--- src/rtl/multiword_adder_sequencer.sv ---
// multiword_adder_sequencer: WORDS*N-bit add built from one shared N-bit
// ripple-carry adder, stepping one word per cycle, least significant word
// first, with the carry held in a register between words.
// Optional feature macro: ADDER_SEQ_SUB_EN adds op_sub for a - b.
//
// Handshake: a transfer happens on a rising edge where valid and ready are
// both high; valid must not depend on ready. in_ready is high only in IDLE,
// out_valid only in DONE, so accept and hand-off never share a cycle.

// N-bit ripple-carry adder shared by every word of the wide operation.
module ripple_carry_adder #(
    parameter int N = 32
) (
    input  logic [N-1:0] a,
    input  logic [N-1:0] b,
    input  logic         cin,
    output logic [N-1:0] sum,
    output logic         cout
);
    // Bit-serial carry chain, least significant bit first.
    always_comb begin
        logic c;
        c = cin;
        sum = '0;
        for (int i = 0; i < N; i++) begin
            sum[i] = a[i] ^ b[i] ^ c;
            c = (a[i] & b[i]) | (c & (a[i] ^ b[i]));
        end
        cout = c;
    end
endmodule

module multiword_adder_sequencer #(
    parameter int N     = 32,
    parameter int WORDS = 4
) (
    input  logic                 clk,
    input  logic                 rst_n,
    input  logic                 in_valid,
    output logic                 in_ready,
    input  logic [N*WORDS-1:0]   a,
    input  logic [N*WORDS-1:0]   b,
    input  logic                 cin,
`ifdef ADDER_SEQ_SUB_EN
    input  logic                 op_sub,
`endif
    output logic                 out_valid,
    input  logic                 out_ready,
    output logic [N*WORDS-1:0]   sum,
    output logic                 cout,
    output logic                 busy,
    output logic [1:0]           state_dbg
);
    localparam int IW = (WORDS > 1) ? $clog2(WORDS) : 1;
    localparam logic [IW-1:0] LAST = IW'(WORDS - 1);

    typedef enum logic [1:0] {
        IDLE = 2'd0,
        RUN  = 2'd1,
        DONE = 2'd2
    } state_t;

    state_t             state, state_nx;
    logic [N*WORDS-1:0] opa, opb;
    logic               carry_reg;
    logic [IW-1:0]      idx;
    logic [N-1:0]       add_sum;
    logic               add_cout;
    logic               sub_sel;

`ifdef ADDER_SEQ_SUB_EN
    assign sub_sel = op_sub;
`else
    assign sub_sel = 1'b0;
`endif

    ripple_carry_adder #(.N(N)) u_rca (
        .a    (opa[int'(idx)*N +: N]),
        .b    (opb[int'(idx)*N +: N]),
        .cin  (carry_reg),
        .sum  (add_sum),
        .cout (add_cout)
    );

    assign in_ready  = (state == IDLE);
    assign out_valid = (state == DONE);
    assign busy      = (state != IDLE);
    assign state_dbg = state;

    // State register; reset discards any operation in flight.
    always_ff @(posedge clk or negedge rst_n) begin
        if (!rst_n) state <= IDLE;
        else        state <= state_nx;
    end

    // Next-state logic: accept in IDLE, step words in RUN, hold in DONE.
    always_comb begin
        state_nx = state;
        case (state)
            IDLE:    if (in_valid) state_nx = RUN;
            RUN:     if (idx == LAST) state_nx = DONE;
            DONE:    if (out_ready) state_nx = IDLE;
            default: state_nx = IDLE;
        endcase
    end

    // Datapath: capture operands on accept, write one sum word per RUN cycle.
    // Subtraction stores ~b and seeds the carry with 1 (two's complement).
    always_ff @(posedge clk or negedge rst_n) begin
        if (!rst_n) begin
            opa       <= '0;
            opb       <= '0;
            carry_reg <= 1'b0;
            idx       <= '0;
            sum       <= '0;
            cout      <= 1'b0;
        end else begin
            case (state)
                IDLE: begin
                    if (in_valid) begin
                        opa       <= a;
                        opb       <= sub_sel ? ~b : b;
                        carry_reg <= sub_sel ? 1'b1 : cin;
                        idx       <= '0;
                    end
                end
                RUN: begin
                    sum[int'(idx)*N +: N] <= add_sum;
                    carry_reg             <= add_cout;
                    if (idx == LAST) begin
                        cout <= add_cout;
                        idx  <= '0;
                    end else begin
                        idx <= idx + 1'b1;
                    end
                end
                default: ;
            endcase
        end
    end
endmodule

--- config.mk ---
export PLATFORM = sky130hd
export DESIGN_NAME = multiword_adder_sequencer
export DESIGN_NICKNAME = d
export VERILOG_FILES = /design/src/rtl/multiword_adder_sequencer.sv
export SDC_FILE = /design/constraint.sdc
export NUM_CORES = 1
export LEC_CHECK = 0
export CORE_ASPECT_RATIO = 0.9
export CORE_MARGIN = 2
export CORE_UTILIZATION = 35
export DETAILED_ROUTE_END_ITERATION = 12
export RECOVER_POWER = 100
export SLEW_MARGIN = 20
export SYNTH_ARGS = -nofsm -noshare
export SYNTH_HDL_FRONTEND = slang
export SYNTH_SLANG_ARGS = --single-unit
--- constraint.sdc ---
create_clock -name clk -period 28.6 [get_ports clk]
set_clock_uncertainty 0.15 [all_clocks]
set_input_delay 5.72 -clock clk [delete_from_list [all_inputs] [get_ports clk]]
set_output_delay 5.72 -clock clk [all_outputs]
set_load 0.05 [all_outputs]
**Word-level counts from Yosys, hierarchy flattened**

Cells that the tools add are included.

- Input port bits: 261
- Output and inout port bits: 134
- Register bits: 390

- Muxes and demuxes: 10
- Equality and inequality tests: 6
- Reductions and logical operators: 7
- Shifts and indexed selects: 4
- Bitwise gates (word level): 160
- Add/subtract/negate cells: 2

Operators by type and width:

| kind | count |
|---|---|
| 128-bit by 8-bit variable part select with 32-bit output | 2 |
| 128-bit bitwise mux | 1 |
| 32-bit by 33-bit variable shift with 128-bit output, first input constant | 1 |
| 32-bit by 33-bit variable part select with 128-bit output | 1 |
| 1-bit AND | 64 |
| 1-bit bitwise XOR | 64 |
| 7-bit negation with 33-bit output | 1 |
| 1-bit OR | 32 |
| 2-bit two-way mux | 5 |
| 2-bit one-hot mux with 3 select lines | 1 |
| 2-bit AND reduction | 3 |
| 2-bit == test, second input constant | 2 |
| 2-bit inequality test, second input constant | 2 |
| 2-bit one-hot mux with 2 select lines | 1 |
| 2-bit nonzero test | 2 |
| 3-bit AND reduction | 1 |
| 2-bit by 1-bit adder with 2-bit output, second input constant | 1 |
| 2-bit by 1-bit == test with 1-bit output, second input constant | 1 |
| 2-bit logical NOT | 1 |
| 2-bit by 1-bit inequality test with 1-bit output, second input constant | 1 |
| 1-bit one-hot mux with 2 select lines | 1 |
| 1-bit two-way mux | 1 |

**Depth between registers and ports, before layout**

- Depth in word-level cells: 67
- Gate-level depth with buffers: 46
- Gate-level depth less buffers: 43

**By module**

A second synthesis with hierarchy kept.

- Cells, all modules: 1080
- Area, all modules: 17919.7 um^2

By module, submodules not included:

| module | area an instance (um^2) | cells an instance | instances |
|---|---|---|---|
| multiword_adder_sequencer | 17241.5 | 1038 | 1 |
| ripple_carry_adder | 678.2 | 42 | 1 |

**Worst setup path before layout**

Ideal clock, no wire load.

- Kind: register to register
- From: register idx[0]
- To: register sum[63]
- Required time: 28.325 ns
- Cell stages (with the launch flop): 47
- Path slack: 15.681 ns
- Arrival time: 12.644 ns
- Library setup time: 0.125 ns
- Path through: dfrtp_1 > buf_2 > buf_2 > buf_4 > mux4_2 > inv_1 > fa_1 > fa_1 > fa_1 > fa_1 > fa_1 > fa_1 > fa_1 > fa_1 > fa_1 > fa_1 > fa_1 > inv_1 > [11 not listed] > inv_1 > fa_1 > fa_1 > fa_1 > fa_1 > inv_1 > fa_1 > fa_1 > fa_1 > fa_1 > inv_1 > fa_1 > inv_1 > fa_1 > inv_1 > fa_1 > and4b_1 > mux2_2

- Cells in the longest elaborated chain, start to end: 67

Ends and longest elaborated chain:

| element | RTL line | source |
|---|---|---|
| start: declaration | 66 | `logic [IW-1:0] idx;` |
| start signal: assignment | 134 | `idx <= idx + 1'b1;` |
| 128-bit by 8-bit variable part select with 32-bit output (on tied branches) | 78, 79 |  |
| 1-bit bitwise XOR | 26, 27 |  |
| 1-bit AND | 27 | `c = (a[i] & b[i]) \| (c & (a[i] ^ b[i]));` |
| 1-bit OR | 27 |  |
| 1-bit AND | 27 |  |
| 1-bit OR | 27 |  |
| 1-bit AND | 27 |  |
| 1-bit OR | 27 |  |
| [51 not listed] | -- |  |
| 1-bit OR | 27 |  |
| 1-bit AND | 27 |  |
| 1-bit OR | 27 |  |
| 1-bit AND | 27 |  |
| 1-bit OR | 27 |  |
| 1-bit bitwise XOR | 26 | `sum[i] = a[i] ^ b[i] ^ c;` |
| 32-bit by 33-bit variable part select with 128-bit output | 128 | `sum[int'(idx)*N +: N] <= add_sum;` |
| 128-bit bitwise mux (*) | 128 |  |
| end signal: indexed assignment | 128 |  |
| end: declaration | 49 | `output logic [N*WORDS-1:0] sum,` |

Every way passes the cells marked *; elsewhere a longest branch is shown, timed or not.
A chain may end at the register's enable or synchronous reset.

**Final worst setup path**

- From: input port in_valid
- To: register opa[74]

- Cells in the longest elaborated chain, start to end: 1

Ends and longest elaborated chain:

| element | RTL line | source |
|---|---|---|
| start: declaration | 39 | `input logic in_valid,` |
| 2-bit AND reduction (no source line) | -- |  |
| end signal: assignment | 111 | `opa <= '0;` |
| end signal: assignment | 121 | `opa <= a;` |
| end: declaration | 64 | `logic [N*WORDS-1:0] opa, opb;` |

Every way passes these cells.

==> results.tsv <==
metric	value	unit
outcome	finished with violations	
violations	max-capacitance violations, max-slew violations	
start_kind	primary input	
combinationalPowerShare	55.2	%
switchingPower	1.44	mW
arrival	17.64	ns
start_util	35.3	%
drv_cap	13	
timing.final.crit_share	60.7	%
io-pin-count	395	
cts_buffer_depth	3	
layout-drive-gt1-share	13.7	%
synth_flop_cell	dfrtp_1	
ys_ff_latch	390	
yosysMostFrequentCell	dfrtp_1	
dp.cells	2186	
power	3.35	mW
period_minus_slack	17.36	ns
cts_htree_levels	2	
finalHoldViolCount	0	
clock-sinks	390	
grt_pass1_vias	12256	
cts_tree	built	
route.antenna.remaining_nets	0	
clk_latency	0.55	ns
syn_inst	1189	
ys_warn_count	0	
hold_path.class	flop to flop	
die_height	220	µm
synth-seq-area-share	53.5	%
synth_edf_count	0	
drt_drc_violations_left	0	
drt-initial-drc-count	601	
wl_per_cell	22.5	µm
vdd_ir_drop_max	0.0000735	V
antenna_found_initial	12	
setup_violations	0	
grt.total_usage	19.0	%
p_per_area	140	mW/mm²
worstPathMaxFanout	141	
power.internal	1.91	mW
max_freq	0.0576	GHz
grt_max_degree	191	
seqPwrFrac	28.2	%
drv_slew	845	
first_pass_iters	5	
die_area	0.0539	mm²
viasPerCell	5.08	
synth_area	0.0182	mm²
coreArea	0.0516	mm²
cts_setup_buffers	0	
crit_path_end_kind	flop	
totalWireLength	51000	µm
syn-num-nets	1488	
worst_pin_slew	7.71	ns
path_clk_slew	0.06	ns
swShare	43.0	%
hold_buffers	0	
ctsRootBufferMaster	clkbuf_16	
tns	0	ns
synth_common_cells	dfrtp_1 (390), mux2_1 (241), mux2_2 (80), a32o_1 (64), mux4_2 (64)	
timing.slew.headroom	-414	%
worstSetupPathType	primary input to flop	
num_rows	79	
async_flop_share	100	%
fin_cells	2264	
p_clk_share	16.6	%
cellLeakagePower	10.3	nW
synth_cell_types	30	
gp_congestion	0.786	
hpwl	36600	µm
critPathRequiredTime	28.88	ns
synth_top_area_share	53.5	%
yosysTopAreaCell	dfrtp_1	
fp.dieW	245	µm
design_area	0.0239	mm²
whs	0.329	ns
rsz0062_at_grt	no	
dpl_cell_area	0.0225	mm²
synthTopCellsByArea	dfrtp_1 (54%), mux2_1 (15%), mux4_2 (7.9%), mux2_2 (4.9%), a32o_1 (3.5%)	
nets	1846	
overflow	0	
reg_top3	opa (128), opb (128), sum (128)	
grt_pass1_wl	76700	µm
portBuffers	394	
cts_resized	0	
syn_avg_cell_area	15.3	µm²
cts_buffers	45	
vias	11499	
area_growth	31.1	%
## cell usage in the layout (no fill, tap or decap), drive strengths merged, types with 24 or more instances in the layout
cell | synthesis | final
dlygate4sd3 | 0 | 136
fa | 32 | 32
nor4bb | 32 | 32
mux4 | 64 | 64
mux2 | 321 | 321
clkdlybuf4s50 | 0 | 257
dfrtp | 390 | 390
a32o | 64 | 64
inv | 61 | 61
nor2b | 52 | 52
nor4b | 24 | 24
clkbuf | 43 | 78
## layout make-up
type	instances	area, µm²
antenna	3	7.51
clock buffer	66	1320
clock inverter	7	91.3
fill	4659	27700
inverter	61	229
multi-input combinational	637	7590
sequential	390	9760
tap	688	861
timing repair buffer	412	4030
## through the flow
step / util (%) / setup WS [ns]
final: 46.3 / 11.24
after global routing: 46.3 / 10.06
after CTS: 46.4 / 14.07
after detailed placement: 43.7 / 14.09
after global placement: 43.7 / 14.21
after floorplan: - / 15.68
## routing by layer
metal / vias to the layer above / global-route usage (%) / wire (µm)
met4: 16 / 4.65 / 942
li1: 5076 / - / -
met5: - / 0 / 113
met3: 83 / 5.09 / 3500
met1: 5983 / 27.1 / 23700
met2: 341 / 28.8 / 22800
## cell families after synthesis
group / Yosys count / share of synthesized area, %
muxes: 385 / 27.7
and+or+nand+nor: 144 / 6.19
DFF: 390 / 53.5
adders and majority gates: 38 / 3.93
buffers and inverters: 162 / 4.83
AOI/OAI and AO/OA: 70 / 3.76
## path summary, 6_finish.rpt
| check | cells after the start | from | slack, ns | endpoint |
|---|---|---|---|---|
| max | 6 | in_valid | 11.24 | opa[74] |
| min | 1 | opa[96] | 0.33 | opa[96] |
| max reg2reg | 43 | idx[1] | 14.01 | sum[63] |
| min reg2reg | 1 | opa[96] | 0.33 | opa[96] |
| max in group asynchronous | 4 | rst_n | 13.45 | opa[35] |
| min in group asynchronous | 1 | rst_n | 5.70 | sum[121] |
## worst max-delay path, cell delays in order
cell	delay (ns)
dlygate4sd3_1	0.61
nor3b_1	0.20
clkbuf_1	2.11
clkbuf_1	5.50
clkbuf_1	2.79
mux2_2	0.49
## power by group through the flow
stage	sequential, mW	clock, mW	combinational [mW]
2_1_floorplan	1.06	0	1.09
3_3_place_gp	0.947	0	1.84
3_5_place_dp	0.957	0	1.87
4_1_cts	0.948	0.574	1.87
5_1_grt	0.976	0.599	2.00
6_report	0.943	0.557	1.85
Power figures use the tool's default switching activity.
